### src/rtl/control_fsm_pkg.sv
// Shared encodings for the multi-cycle control FSM: opcodes, states, ALU ops, instruction layout.
package control_fsm_pkg;

  localparam int unsigned OP_W    = 4;
  localparam int unsigned REG_W   = 3;
  localparam int unsigned ALU_W   = 3;
  localparam int unsigned STATE_W = 3;
  localparam int unsigned IMM_W   = 19;

  localparam logic [OP_W-1:0] OP_ADD = 4'd0;
  localparam logic [OP_W-1:0] OP_SUB = 4'd1;
  localparam logic [OP_W-1:0] OP_AND = 4'd2;
  localparam logic [OP_W-1:0] OP_ORR = 4'd3;
  localparam logic [OP_W-1:0] OP_MOV = 4'd4;
  localparam logic [OP_W-1:0] OP_LDR = 4'd5;
  localparam logic [OP_W-1:0] OP_STR = 4'd6;
  localparam logic [OP_W-1:0] OP_B   = 4'd7;
  localparam logic [OP_W-1:0] OP_BL  = 4'd8;
  localparam logic [OP_W-1:0] OP_NOP = 4'd9;

  localparam logic [ALU_W-1:0] ALU_ADD    = 3'b000;
  localparam logic [ALU_W-1:0] ALU_SUB    = 3'b001;
  localparam logic [ALU_W-1:0] ALU_AND    = 3'b010;
  localparam logic [ALU_W-1:0] ALU_ORR    = 3'b011;
  localparam logic [ALU_W-1:0] ALU_PASS_B = 3'b100;

  // R7 is the program counter in the register file.
  localparam logic [REG_W-1:0] PC_REG = 3'd7;

  typedef enum logic [STATE_W-1:0] {
    ST_FETCH     = 3'd0,
    ST_DECODE    = 3'd1,
    ST_EXECUTE   = 3'd2,
    ST_MEMORY    = 3'd3,
    ST_WRITEBACK = 3'd4
  } state_t;

  typedef enum logic [2:0] {
    CLS_ALU = 3'd0,
    CLS_MOV = 3'd1,
    CLS_LD  = 3'd2,
    CLS_ST  = 3'd3,
    CLS_BR  = 3'd4,
    CLS_BL  = 3'd5,
    CLS_NOP = 3'd6,
    CLS_ILL = 3'd7
  } op_class_t;

  // Field layout of the 32-bit instruction word, MSB first.
  typedef struct packed {
    logic [OP_W-1:0]  op;
    logic [REG_W-1:0] rd;
    logic [REG_W-1:0] rs1;
    logic [REG_W-1:0] rs2;
    logic [IMM_W-1:0] imm;
  } instr_fields_t;

endpackage

### src/rtl/control_fsm_op_decoder.sv
// Combinational opcode classifier and ALU operation select.
module op_decoder
  import control_fsm_pkg::*;
(
  input  logic [OP_W-1:0]  op,
  output op_class_t        op_class_c,
  output logic [ALU_W-1:0] alu_op_c
);

  // Map opcode to instruction class and the ALU op it needs in EXECUTE.
  always_comb begin
    op_class_c = CLS_ILL;
    alu_op_c   = ALU_ADD;
    case (op)
      OP_ADD: begin op_class_c = CLS_ALU; alu_op_c = ALU_ADD;    end
      OP_SUB: begin op_class_c = CLS_ALU; alu_op_c = ALU_SUB;    end
      OP_AND: begin op_class_c = CLS_ALU; alu_op_c = ALU_AND;    end
      OP_ORR: begin op_class_c = CLS_ALU; alu_op_c = ALU_ORR;    end
      OP_MOV: begin op_class_c = CLS_MOV; alu_op_c = ALU_PASS_B; end
      OP_LDR: op_class_c = CLS_LD;
      OP_STR: op_class_c = CLS_ST;
      OP_B:   op_class_c = CLS_BR;
      OP_BL:  op_class_c = CLS_BL;
      OP_NOP: op_class_c = CLS_NOP;
      default: op_class_c = CLS_ILL;
    endcase
  end

endmodule

### src/rtl/control_fsm.sv
// Multi-cycle processor control unit: FETCH/DECODE/EXECUTE/MEMORY/WRITEBACK sequencer with IR.
module control_fsm
  import control_fsm_pkg::*;
#(
  parameter int unsigned W = 32
) (
  input  logic                clk,
  input  logic                rst,
  input  logic [W-1:0]        instr,
  input  logic                mem_ready,
  output logic                IRWrite,
  output logic                PCWrite,
  output logic                PCSrc,
  output logic                MemRead,
  output logic                MemWrite,
  output logic                WE,
  output logic                LRWrite,
  output logic [REG_W-1:0]    Add1,
  output logic [REG_W-1:0]    Add2,
  output logic [REG_W-1:0]    Add3,
  output logic [ALU_W-1:0]    ALUOp,
  output logic                ALUSrcB,
  output logic                ResultSrc,
  output logic                illegal,
  output logic [STATE_W-1:0]  state
);

  state_t           cur_state;
  state_t           nxt_state;
  logic [W-1:0]     ir;
  instr_fields_t    fields;
  op_class_t        op_class;
  logic [ALU_W-1:0] dec_alu_op;
  logic             unused_imm;

  assign fields     = instr_fields_t'(ir[31:0]);
  assign unused_imm = ^fields.imm;
  assign state      = cur_state;

  op_decoder u_op_decoder (
    .op         (fields.op),
    .op_class_c (op_class),
    .alu_op_c   (dec_alu_op)
  );

  // State and instruction register; reset abandons any instruction in flight.
  always_ff @(posedge clk or negedge rst) begin
    if (!rst) begin
      cur_state <= ST_FETCH;
      ir        <= '0;
    end else begin
      cur_state <= nxt_state;
      if (IRWrite) ir <= instr;
    end
  end

  // Next-state and control strobes from state, IR class and memory handshake.
  always_comb begin
    nxt_state = cur_state;
    IRWrite   = 1'b0;
    PCWrite   = 1'b0;
    PCSrc     = 1'b0;
    MemRead   = 1'b0;
    MemWrite  = 1'b0;
    WE        = 1'b0;
    LRWrite   = 1'b0;
    illegal   = 1'b0;
    Add1      = fields.rs1;
    Add2      = (op_class == CLS_ST) ? fields.rd : fields.rs2;
    Add3      = fields.rd;
    ALUOp     = ALU_ADD;
    ALUSrcB   = 1'b0;
    ResultSrc = 1'b0;

    case (cur_state)
      ST_FETCH: begin
        MemRead = 1'b1;
        if (mem_ready) begin
          IRWrite   = 1'b1;
          PCWrite   = 1'b1;
          nxt_state = ST_DECODE;
        end
      end

      ST_DECODE: nxt_state = ST_EXECUTE;

      ST_EXECUTE: begin
        case (op_class)
          CLS_ALU: begin
            ALUOp     = dec_alu_op;
            nxt_state = ST_WRITEBACK;
          end
          CLS_MOV: begin
            ALUOp     = dec_alu_op;
            ALUSrcB   = 1'b1;
            nxt_state = ST_WRITEBACK;
          end
          CLS_LD, CLS_ST: begin
            ALUSrcB   = 1'b1;
            nxt_state = ST_MEMORY;
          end
          CLS_BR, CLS_BL: begin
            Add1      = PC_REG;
            ALUSrcB   = 1'b1;
            PCWrite   = 1'b1;
            PCSrc     = 1'b1;
            LRWrite   = (op_class == CLS_BL);
            nxt_state = ST_FETCH;
          end
          CLS_NOP: nxt_state = ST_FETCH;
          default: begin
            illegal   = 1'b1;
            nxt_state = ST_FETCH;
          end
        endcase
      end

      ST_MEMORY: begin
        if (op_class == CLS_LD) MemRead  = 1'b1;
        else                    MemWrite = 1'b1;
        if (mem_ready) nxt_state = (op_class == CLS_LD) ? ST_WRITEBACK : ST_FETCH;
      end

      ST_WRITEBACK: begin
        ResultSrc = (op_class == CLS_LD);
        // Writing R7 redirects the PC instead, since the regfile refreshes R7 every clock.
        if (fields.rd == PC_REG) begin
          PCWrite = 1'b1;
          PCSrc   = 1'b1;
        end else begin
          WE = 1'b1;
        end
        nxt_state = ST_FETCH;
      end

      default: nxt_state = ST_FETCH;
    endcase

    // Strobes stay quiet while reset is held.
    if (!rst) begin
      IRWrite  = 1'b0;
      PCWrite  = 1'b0;
      MemRead  = 1'b0;
      MemWrite = 1'b0;
      WE       = 1'b0;
      LRWrite  = 1'b0;
      illegal  = 1'b0;
    end
  end

endmodule
### config.mk
export PLATFORM = sky130hd
export DESIGN_NAME = control_fsm
export DESIGN_NICKNAME = d
export VERILOG_FILES = /design/src/rtl/control_fsm_pkg.sv /design/src/rtl/control_fsm_op_decoder.sv /design/src/rtl/control_fsm.sv
export SDC_FILE = /design/constraint.sdc
export NUM_CORES = 1
export LEC_CHECK = 0
export BUFFER_PORTS_ARGS = -buffer_cell sky130_fd_sc_hd__buf_4
export CORE_ASPECT_RATIO = 1.5
export CORE_MARGIN = 2
export CORE_UTILIZATION = 40
export DETAILED_ROUTE_END_ITERATION = 8
export PLACE_DENSITY = 0.74
export SYNTH_ARGS = -nofsm -noshare
export SYNTH_HDL_FRONTEND = slang
export SYNTH_SLANG_ARGS = --single-unit
### constraint.sdc
create_clock -name clk -period 3.5 [get_ports clk]
set_input_delay 0.175 -clock clk [delete_from_list [all_inputs] [get_ports clk]]
set_output_delay 0.175 -clock clk [all_outputs]
set_load 0.01 [all_outputs]
Word-level counts from Yosys, hierarchy flattened
Index checks and enable logic that the tools add are counted.
{"block": "word_totals", "ff_bits": 35, "input_bits": 35, "out_inout_bits": 25, "wordCells": 72}
{"block": "classes", "eq_ne": 22, "n_mux": 38, "reduce_logical": 10}
{"operator": "$mux W3", "n": 8}
{"operator": "$pmux W3 S4", "n": 2}
{"operator": "$mux W1", "n": 23}
{"operator": "$pmux W3 S7", "n": 1}
{"operator": "$eq A4 B3 Y1 const B", "n": 4}
{"operator": "$eq A3 B3 Y1 const B", "n": 5}
{"operator": "$eq A3 B2 Y1 const B", "n": 4}
{"operator": "$eq A4 B2 Y1 const B", "n": 2}
{"operator": "$eq A4 B4 Y1 const B", "n": 2}
{"operator": "$reduce_or A7 Y1", "n": 1}
{"operator": "$eq A3 B1 Y1 const B", "n": 2}
{"operator": "$logic_not A3 Y1", "n": 2}
{"operator": "$pmux W3 S2", "n": 1}
{"operator": "$reduce_or A2 Y1", "n": 3}
{"operator": "$reduce_or A5 Y1", "n": 1}
{"operator": "$eq A4 B1 Y1 const B", "n": 1}
{"operator": "$logic_not A4 Y1", "n": 1}
{"operator": "$ne A2 B2 Y1 const B", "n": 2}
{"operator": "$pmux W1 S2", "n": 2}
{"operator": "$reduce_or A4 Y1", "n": 1}
{"operator": "$pmux W1 S3", "n": 1}
{"operator": "$reduce_and A2 Y1", "n": 1}

Depth between registers and ports, before layout
Gate-level depths: netlist (run 1).
{"block": "logic_depth", "ltp_word": 8, "ltp_mapped": 5, "ltp_nobuf": 3}

Hierarchy
Synthesis (run 1) repeated with hierarchy kept, for this count alone.
{"block": "hier_totals", "hier_cells": 98, "area_unflattened_um2": 1068.5}
{"mod": "control_fsm", "instances": 1, "cells_per_inst": 88, "area_each_um2": 987.2, "seq_area_each_um2": 400.4}
{"mod": "op_decoder", "instances": 1, "cells_per_inst": 10, "area_each_um2": 81.3, "seq_area_each_um2": 0.0}

Worst setup path after synthesis (run 1)
OpenSTA, ideal clock, no wires.
{"block": "synth_timing", "path_kind": "register -> output", "from": "register cur_state[2], in the netlist state[2]", "to": "output port ALUOp[0]", "arrival_time_ns": 1.459, "t_required_ns": 3.325, "setup_slack_ns": 1.866, "path_stages_with_launch": 4, "n_path_buf": 1, "cell_sequence": "dfrtp_1 -> or3b_1 -> buf_2 -> nor4b_1"}
{"block": "synth_via", "elab_chain_cells": 2}
{"item": "start, declared", "line": "control_fsm.sv:28", "source": "state_t cur_state;"}
{"item": "start signal, assigned", "line": "control_fsm.sv:52", "source": "cur_state <= nxt_state;"}
{"item": "$eq A3 B2 Y1", "line": "control_fsm.sv:75", "source": "case (cur_state)"}
{"item": "$mux W3", "line": "control_fsm.sv:75"}
{"item": "end, declared", "line": "control_fsm.sv:21", "source": "output logic [ALU_W-1:0] ALUOp,"}
Every way passes these cells.

Final worst setup path (run 1)
{"block": "layout_timing", "from": "register ir[29], in the netlist fields[29]", "to": "output port PCWrite"}
{"block": "layout_via", "elab_chain_cells": 8, "elab_cells_between_ends": 18, "cone_classes": "eq/ne (11); mux (4); reduce/logical (3)"}
{"item": "start, declared", "line": "control_fsm.sv:30", "source": "logic [W-1:0] ir;"}
{"item": "start signal, assigned", "line": "control_fsm.sv:53", "source": "if (IRWrite) ir <= instr;"}
{"item": "$eq A4 B1 Y1 (tied with other cells)", "line": "control_fsm_op_decoder.sv:14", "source": "case (op)"}
{"item": "$reduce_or A4 Y1 (no line)"}
{"item": "$pmux W3 S7 *", "line": "control_fsm_op_decoder.sv:14"}
{"item": "$eq A3 B3 Y1", "line": "control_fsm.sv:88", "source": "case (op_class)"}
{"item": "$reduce_or A2 Y1 *", "line": "control_fsm.sv:88"}
{"item": "$mux W1 *", "line": "control_fsm.sv:88"}
{"item": "$pmux W1 S3 *", "line": "control_fsm.sv:75"}
{"item": "$mux W1 *", "line": "control_fsm.sv:140", "source": "if (!rst) begin"}
{"item": "end, declared", "line": "control_fsm.sv:12", "source": "output logic PCWrite,"}
Mark *: on every way between the ends. The rest lies on a longest branch, timed or not.

==> summary.md, run 1 <==
| Metric | Value |
|---|---|
| Status | `complete, no violations` |
| Sequential area share after synthesis | `38.8%` |
| Routed wire per std cell | `15.0 µm` |
| CTS Root Cell | `clkbuf_4` |
| CTS tree | `done` |
| Post-route DRC | `0` |
| Crit path required time | `3.32 ns` |
| # setup viols final | `0` |
| Port bufs | `40` |
| Final setup TNS | `0 ns` |
| Rows | `22` |
| Fin crit period | `2.11 ns` |
| WS Path Type | `reg -> out` |
| Worst Path Arrival | `1.93 ns` |
| Critical path's slowest cell | `or4b_1` |
| Worst path max stage delay | `0.60 ns` |
| Post-route ant nets | `0` |
| R2r setup slk | `1.79 ns` |
| FILL cells | `228` |
| Die width | `45.5 µm` |
| Clk slew on worst S/H paths | `0.09 ns` |
| CP endpoint kind | `output port` |
| Layout cells sized above 1 | `54.3%` |
| Delay-heaviest family, CP | `simple AND/OR/NAND/NOR gates` |
| Post-DP Area | `0.00130 mm²` |
| Synthesis-to-layout area growth | `29.1%` |
| Worst-margin pin slew | `0.455 ns` |
| Cells after Synth | `96` |
| Leak pwr | `0.656 nW` |
| Core Footprint | `0.00245 mm²` |
| Io pins | `60` |
| CTS Sinks | `16` |
| Hold path depth | `2` |
| CP Cell Sequence | `or4b_1 > a21oi_2 > o31a_1 > buf_4` |
| Post-DP HPWL | `1730 µm` |
| Gp weighted congestion | `0.658` |
| Max VDD drop | `0.439 mV` |
| Crit path buffers/inverters | `1` |
| Syn Area/Cell | `10.8 µm²` |
| Gr ovfl total | `0` |
| Vias in the first global route | `862` |
| Area of the die | `0.00301 mm²` |
| Worst Hold Class | `in -> reg` |
| Inserted Clock Buffers | `3` |
| Largest net degree at the start of global routing | `23` |
| FF+latch count, synth | `16` |
| Pwr Density | `822 mW/mm²` |
| Post-synth top flop | `dfrtp_1` |
| # Max-Cap Violations | `0` |
| Layout net count | `166` |
| Max-slew violations | `0` |
| Synth Warn # | `0` |
| FFs w/ async S/R, synth | `100%` |
| Tot GR Track Use | `16.4%` |
| Routed vias | `847` |
| Vias per inst | `5.54` |
| Die span in y | `66.2 µm` |
| Startpoint Class | `flop` |
| Fin. Hold Viols | `0` |
| Syn nets | `131` |
| Slew margin rel. | `69.7%` |
| Skew-Pair Late Insertion Delay | `0.27 ns` |
| Hold Startpoint | `instr[20]` |
| First-pass GRT wire length | `3730 µm` |
| Worst r2r src | `state[0]$_DFFE_PN0P_` |
| Worst R2R Path Depth | `3` |
| H-tree depth | `1` |
| Post-synth EDFFs | `0` |
| Starting Density | `42.1%` |
| Resize count post-CTS | `0` |
| Antenna cell count | `0` |
| Crit path max fanout | `11` |
| Period utilization | `60.2%` |
| Clk_skew | `0.00115 ns` |
| Hold Path Sink | `fields[20]$_DFFE_PN0P_` |
| DRT iter0 DRCs | `5` |
| Post-route insts no fill | `153` |
| Placed cells | `149` |
| Mapped Area | `0.00103 mm²` |
| Fmax achieved | `474 MHz` |
| FF-to-FF End | `fields[24]$_DFFE_PN0P_` |
| Pre-antenna DRT Iters | `4` |
| Post-synth cell types | `38` |
| Unrepaired setup endpoints after global routing | `no` |
| Longest Clk Path Bufs | `2` |
| DRT Wirelength | `2290 µm` |
| Final instance area | `0.00133 mm²` |
| Hold slack | `0.123 ns` |
| Initial antenna violation count | `0` |
-- kinds of logic (layout without fill, tap and decap cells) --
family / after synthesis / count (layout) / synth area share [%]
AO/OA/AOI/OAI: 13 / 13 / 8.49
multiplexers: 16 / 16 / 20.7
AND/OR/NAND/NOR: 37 / 37 / 24.4
XOR/XNOR: 1 / 1 / 0.849
buffers and inverters: 13 / 46 / 6.79
flip-flops: 16 / 16 / 38.8
-- state kept, by name, indices dropped and copies added, names as in the netlist --
signal	flops
fields	13
state	3
-- placed cells by master, fill, tap and decap left out, types with 2 or more instances in the layout --
cell / instances
nor4b_1: 2
clkbuf_4: 3
a21oi_1: 5
nand2_1: 4
mux2_4: 9
inv_1: 2
nor2b_1: 2
nand2b_1: 2
or2_2: 6
nor2_1: 5
mux2_2: 7
dfrtp_1: 16
nand3_1: 2
buf_4: 40
nor3_1: 2
-- through the flow --
| step | total power, mW | utilization (%) | setup slack [ns] |
|---|---|---|---|
| after floorplan | 0.814 | - | 1.87 |
| after global placement | 0.978 | 53.1 | 1.71 |
| after detailed placement | 1.01 | 53.1 | 1.66 |
| after CTS | 1.11 | 54.4 | 1.33 |
| after global routing | 1.17 | 54.4 | 1.24 |
| final | 1.10 | 54.4 | 1.39 |
-- how the worst max path moves through the flow --
stage               cells past startpoint                   start       end  slack (ns)
floorplan                               3    state[2]$_DFFE_PN0P_  ALUOp[0]        1.87
global placement                        4  fields[29]$_DFFE_PN0P_   PCWrite        1.71
detailed placement                      4  fields[29]$_DFFE_PN0P_   PCWrite        1.66
CTS                                     4  fields[29]$_DFFE_PN0P_   PCWrite        1.33
global route                            4  fields[29]$_DFFE_PN0P_   PCWrite        1.24
finish                                  4  fields[29]$_DFFE_PN0P_   PCWrite        1.39
-- Yosys cell counts, types with 2 or more instances --
cell type	number	area, µm²
nand2b_1	2	12.5
nor4b_1	2	17.5
nand2_1	4	15.0
a21oi_1	5	25.0
mux2_4	9	135
or2_2	6	37.5
clkbuf_1	5	18.8
mux2_2	7	78.8
buf_4	3	22.5
buf_2	2	10.0
nor2b_1	2	12.5
nor2_1	5	18.8
dfrtp_1	16	400
nor3_1	2	10.0
inv_1	2	7.51
nand3_1	2	10.0
-- what timing repair did --
| item | CTS | global route |
|---|---|---|
| hold buffers | 1 | 0 |
| buffers inserted | 0 | 0 |
| hold endpoints to repair | 16 | 0 |
-- layout make-up --
cell class	instances	area, µm²	area share (%)
clock buffer	3	22.5	1.69
inverter	2	7.51	0.563
multi-input combinational	67	562	42.2
sequential	16	400	30.0
tap	24	30.0	2.25
timing repair buffer	41	310	23.3
-- worst register-to-register path, cell delays in order, from the launching register on --
cell	delay [ns]
dfrtp_1	0.55
nor4b_4	0.36
nand2_2	0.30
mux2_4	0.38
-- power by group --
part | switching (mW) | internal (mW)
clock network | 0.0543 | 0.0398
logic | 0.216 | 0.347
registers | 0.163 | 0.275
total | 0.433 | 0.662
-- metal layers --
| layer | global-route usage [%] | part of all wire, % |
|---|---|---|
| met1 | 17.8 | 37 |
| met2 | 29.2 | 55 |
| met3 | 3.83 | 6.5 |
| met4 | 6.62 | 1.0 |
| met5 | 0 | 0 |
No activity file was read; power rests on OpenSTA's default activity.
==> inputs of run 2 (changes only) <==
Settings changed: CORE_UTILIZATION 40 to 39, PLACE_DENSITY 0.74 to 0.75.
Clock period 3.5 ns to 1.89 ns, I/O delays scaled along.
==> summary.md, run 2 (synthesized netlist as in run 1, its figures left out) <==
| Metric | Value |
|---|---|
| Status | `complete, no violations` |
| Longest Clk Path Bufs | `2 (unchanged)` |
| Leak pwr | `0.716 nW (+9.0%)` |
| Clk slew on worst S/H paths | `0.09 ns (about the same)` |
| Fin crit period | `1.83 ns` |
| Fin. Hold Viols | `0 (unchanged)` |
| CTS tree | `done` |
| Routed wire per std cell | `15.3 µm (+2.4%)` |
| Commonest non-fill, non-tap cell in the layout | `buf_4` |
| FILL cells | `217 (-4.8%)` |
| # Max-Cap Violations | `0 (unchanged)` |
| Largest net degree at the start of global routing | `17 (-26%)` |
| Synthesis-to-layout area growth | `41.1%` |
| Worst Hold Class | `in -> reg` |
| Vias in the first global route | `862 (unchanged)` |
| Layout cells sized above 1 | `63.8% (+9.5 points)` |
| Worst setup margin | `0.0602 ns (-1.33 ns)` |
| Die span in y | `67.0 µm (+1.2%)` |
| # setup viols final | `0 (unchanged)` |
| Tot GR Track Use | `17.6% (+1.2 points)` |
| Pre-antenna DRT Iters | `4 (unchanged)` |
| Util after Layout | `58.8% (+4.4 points)` |
| Hold slack | `0.0358 ns (-0.0868 ns)` |
| Worst-margin pin slew | `0.405 ns (-0.0506 ns)` |
| DRT iter0 DRCs | `11 (+6)` |
| Max-slew violations | `0 (unchanged)` |
| Starting Density | `41.7% (-0.47 points)` |
| R2r setup slk | `0.28 ns (-1.51 ns)` |
| Crit path max fanout | `5 (-6)` |
| Worst r2r src | `state[0]$_DFFE_PN0P_` |
| Crit path capture | `PCWrite` |
| Slew margin rel. | `72.9% (+3.3 points)` |
| Placed cells | `157 (+5.4%)` |
| Post-DP Area | `0.00136 mm² (+4.6%)` |
| CP endpoint kind | `output port` |
| Vias per inst | `5.39 (-2.7%)` |
| H-tree depth | `1 (unchanged)` |
| WS Path Type | `reg -> out` |
| Gp weighted congestion | `0.785 (+19%)` |
| Initial antenna violation count | `0 (unchanged)` |
| Final setup TNS | `0 ns (unchanged)` |
| Most frequent cells in the layout | `48 x buf_4, 12 x dfrtp_1, 9 x mux2_4` |
| Unrepaired setup endpoints after global routing | `yes` |
| CTS Root Cell | `clkbuf_4` |
| Total Power | `2.31 mW (+110%)` |
| Clk_skew | `0.00136 ns (+0.000218 ns)` |
| DRT Wirelength | `2480 µm (+8.4%)` |
| CTS Sinks | `16 (unchanged)` |
| Number of flip-flops under the largest register name | `13 (unchanged)` |
| Inserted Clock Buffers | `3 (unchanged)` |
| Die width | `46.0 µm (+1.2%)` |
| Gr ovfl total | `0 (unchanged)` |
| Max VDD drop | `0.838 mV (+91%)` |
| Fmax achieved | `547 MHz` |
| Post-route DRC | `0 (unchanged)` |
| Routed vias | `873 (+3.1%)` |
| Final instance area | `0.00146 mm² (+9.3%)` |
| Post-route insts no fill | `162 (+5.9%)` |
| Antenna cell count | `0 (unchanged)` |
| Area of the die | `0.00308 mm² (+2.4%)` |
| Port bufs | `40 (unchanged)` |
| Io pins | `60 (unchanged)` |
| Post-DP HPWL | `1930 µm (+11%)` |
| Worst R2R Path Depth | `3 (unchanged)` |
| Startpoint Class | `flop` |
| Worst Path Arrival | `1.74 ns (-0.19 ns)` |
| FF-to-FF End | `fields[29]$_DFFE_PN0P_` |
| Crit path launch | `fields[29]$_DFFE_PN0P_` |
| First-pass GRT wire length | `4060 µm (+8.7%)` |
| Post-route ant nets | `0 (unchanged)` |
| Layout net count | `174 (+4.8%)` |
| Pwr Density | `1580 mW/mm² (+93%)` |
| Postcts setup bufs | `0 (unchanged)` |
| Rows | `22 (unchanged)` |
| Period utilization | `96.8%` |
| Crit path required time | `1.80 ns (-1.52 ns)` |
| Skew-Pair Late Insertion Delay | `0.28 ns (about the same)` |
| Pre-CTS WS | `0.230 ns (-1.43 ns)` |
| Core Footprint | `0.00248 mm² (+1.1%)` |
-- run 2: final cells by class --
class                           count  area [µm²]  area share (%)
Multi-Input combinational cell     67         607            41.7
Sequential cell                    16         405            27.8
Timing Repair Buffer               49         370            25.4
Clock buffer                        4        36.3            2.49
Tap cell                           24        30.0            2.06
Inverter                            2        7.51           0.515
-- run 2: repair_timing --
item	CTS	global route
endpoints found under the hold margin	16	0
pin swaps	0	3
endpoints found under the setup margin	6	8
resized for setup	5	7
hold buffers	1	0
-- run 2: per-layer routing --
| layer | share of wire (%) | track usage (%) | up-vias |
|---|---|---|---|
| li1 | - | - | 423 |
| met1 | 41 | 21.6 | 416 |
| met2 | 53 | 31.1 | 30 |
| met3 | 5.5 | 2.44 | 4 |
| met4 | 0.72 | 4.29 | 0 |
| met5 | 0 | 0 | - |
-- run 2: worst min-delay path by stage --
stage	startpoint	endpoint	slack, ns	cells past startpoint
floorplan	rst	fields[19]$_DFFE_PN0P_	-0.20	0
global placement	rst	fields[27]$_DFFE_PN0P_	-0.09	1
detailed placement	rst	fields[27]$_DFFE_PN0P_	-0.09	1
CTS	instr[19]	fields[19]$_DFFE_PN0P_	0.03	2
global route	instr[24]	fields[24]$_DFFE_PN0P_	0.03	2
finish	instr[31]	fields[31]$_DFFE_PN0P_	0.04	2
-- run 2: power breakdown --
group	leakage (nW)	switching (mW)	internal, mW
clock network	0.0210	0.104	0.117
registers	0.188	0.179	0.521
logic	0.507	0.608	0.780
-- run 2: worst max-delay path, cell delays in order (launching register included) --
cell     delay, ns
dfrtp_1       0.39
or4b_4        0.56
a21oi_4       0.21
o31a_1        0.16
buf_4         0.12
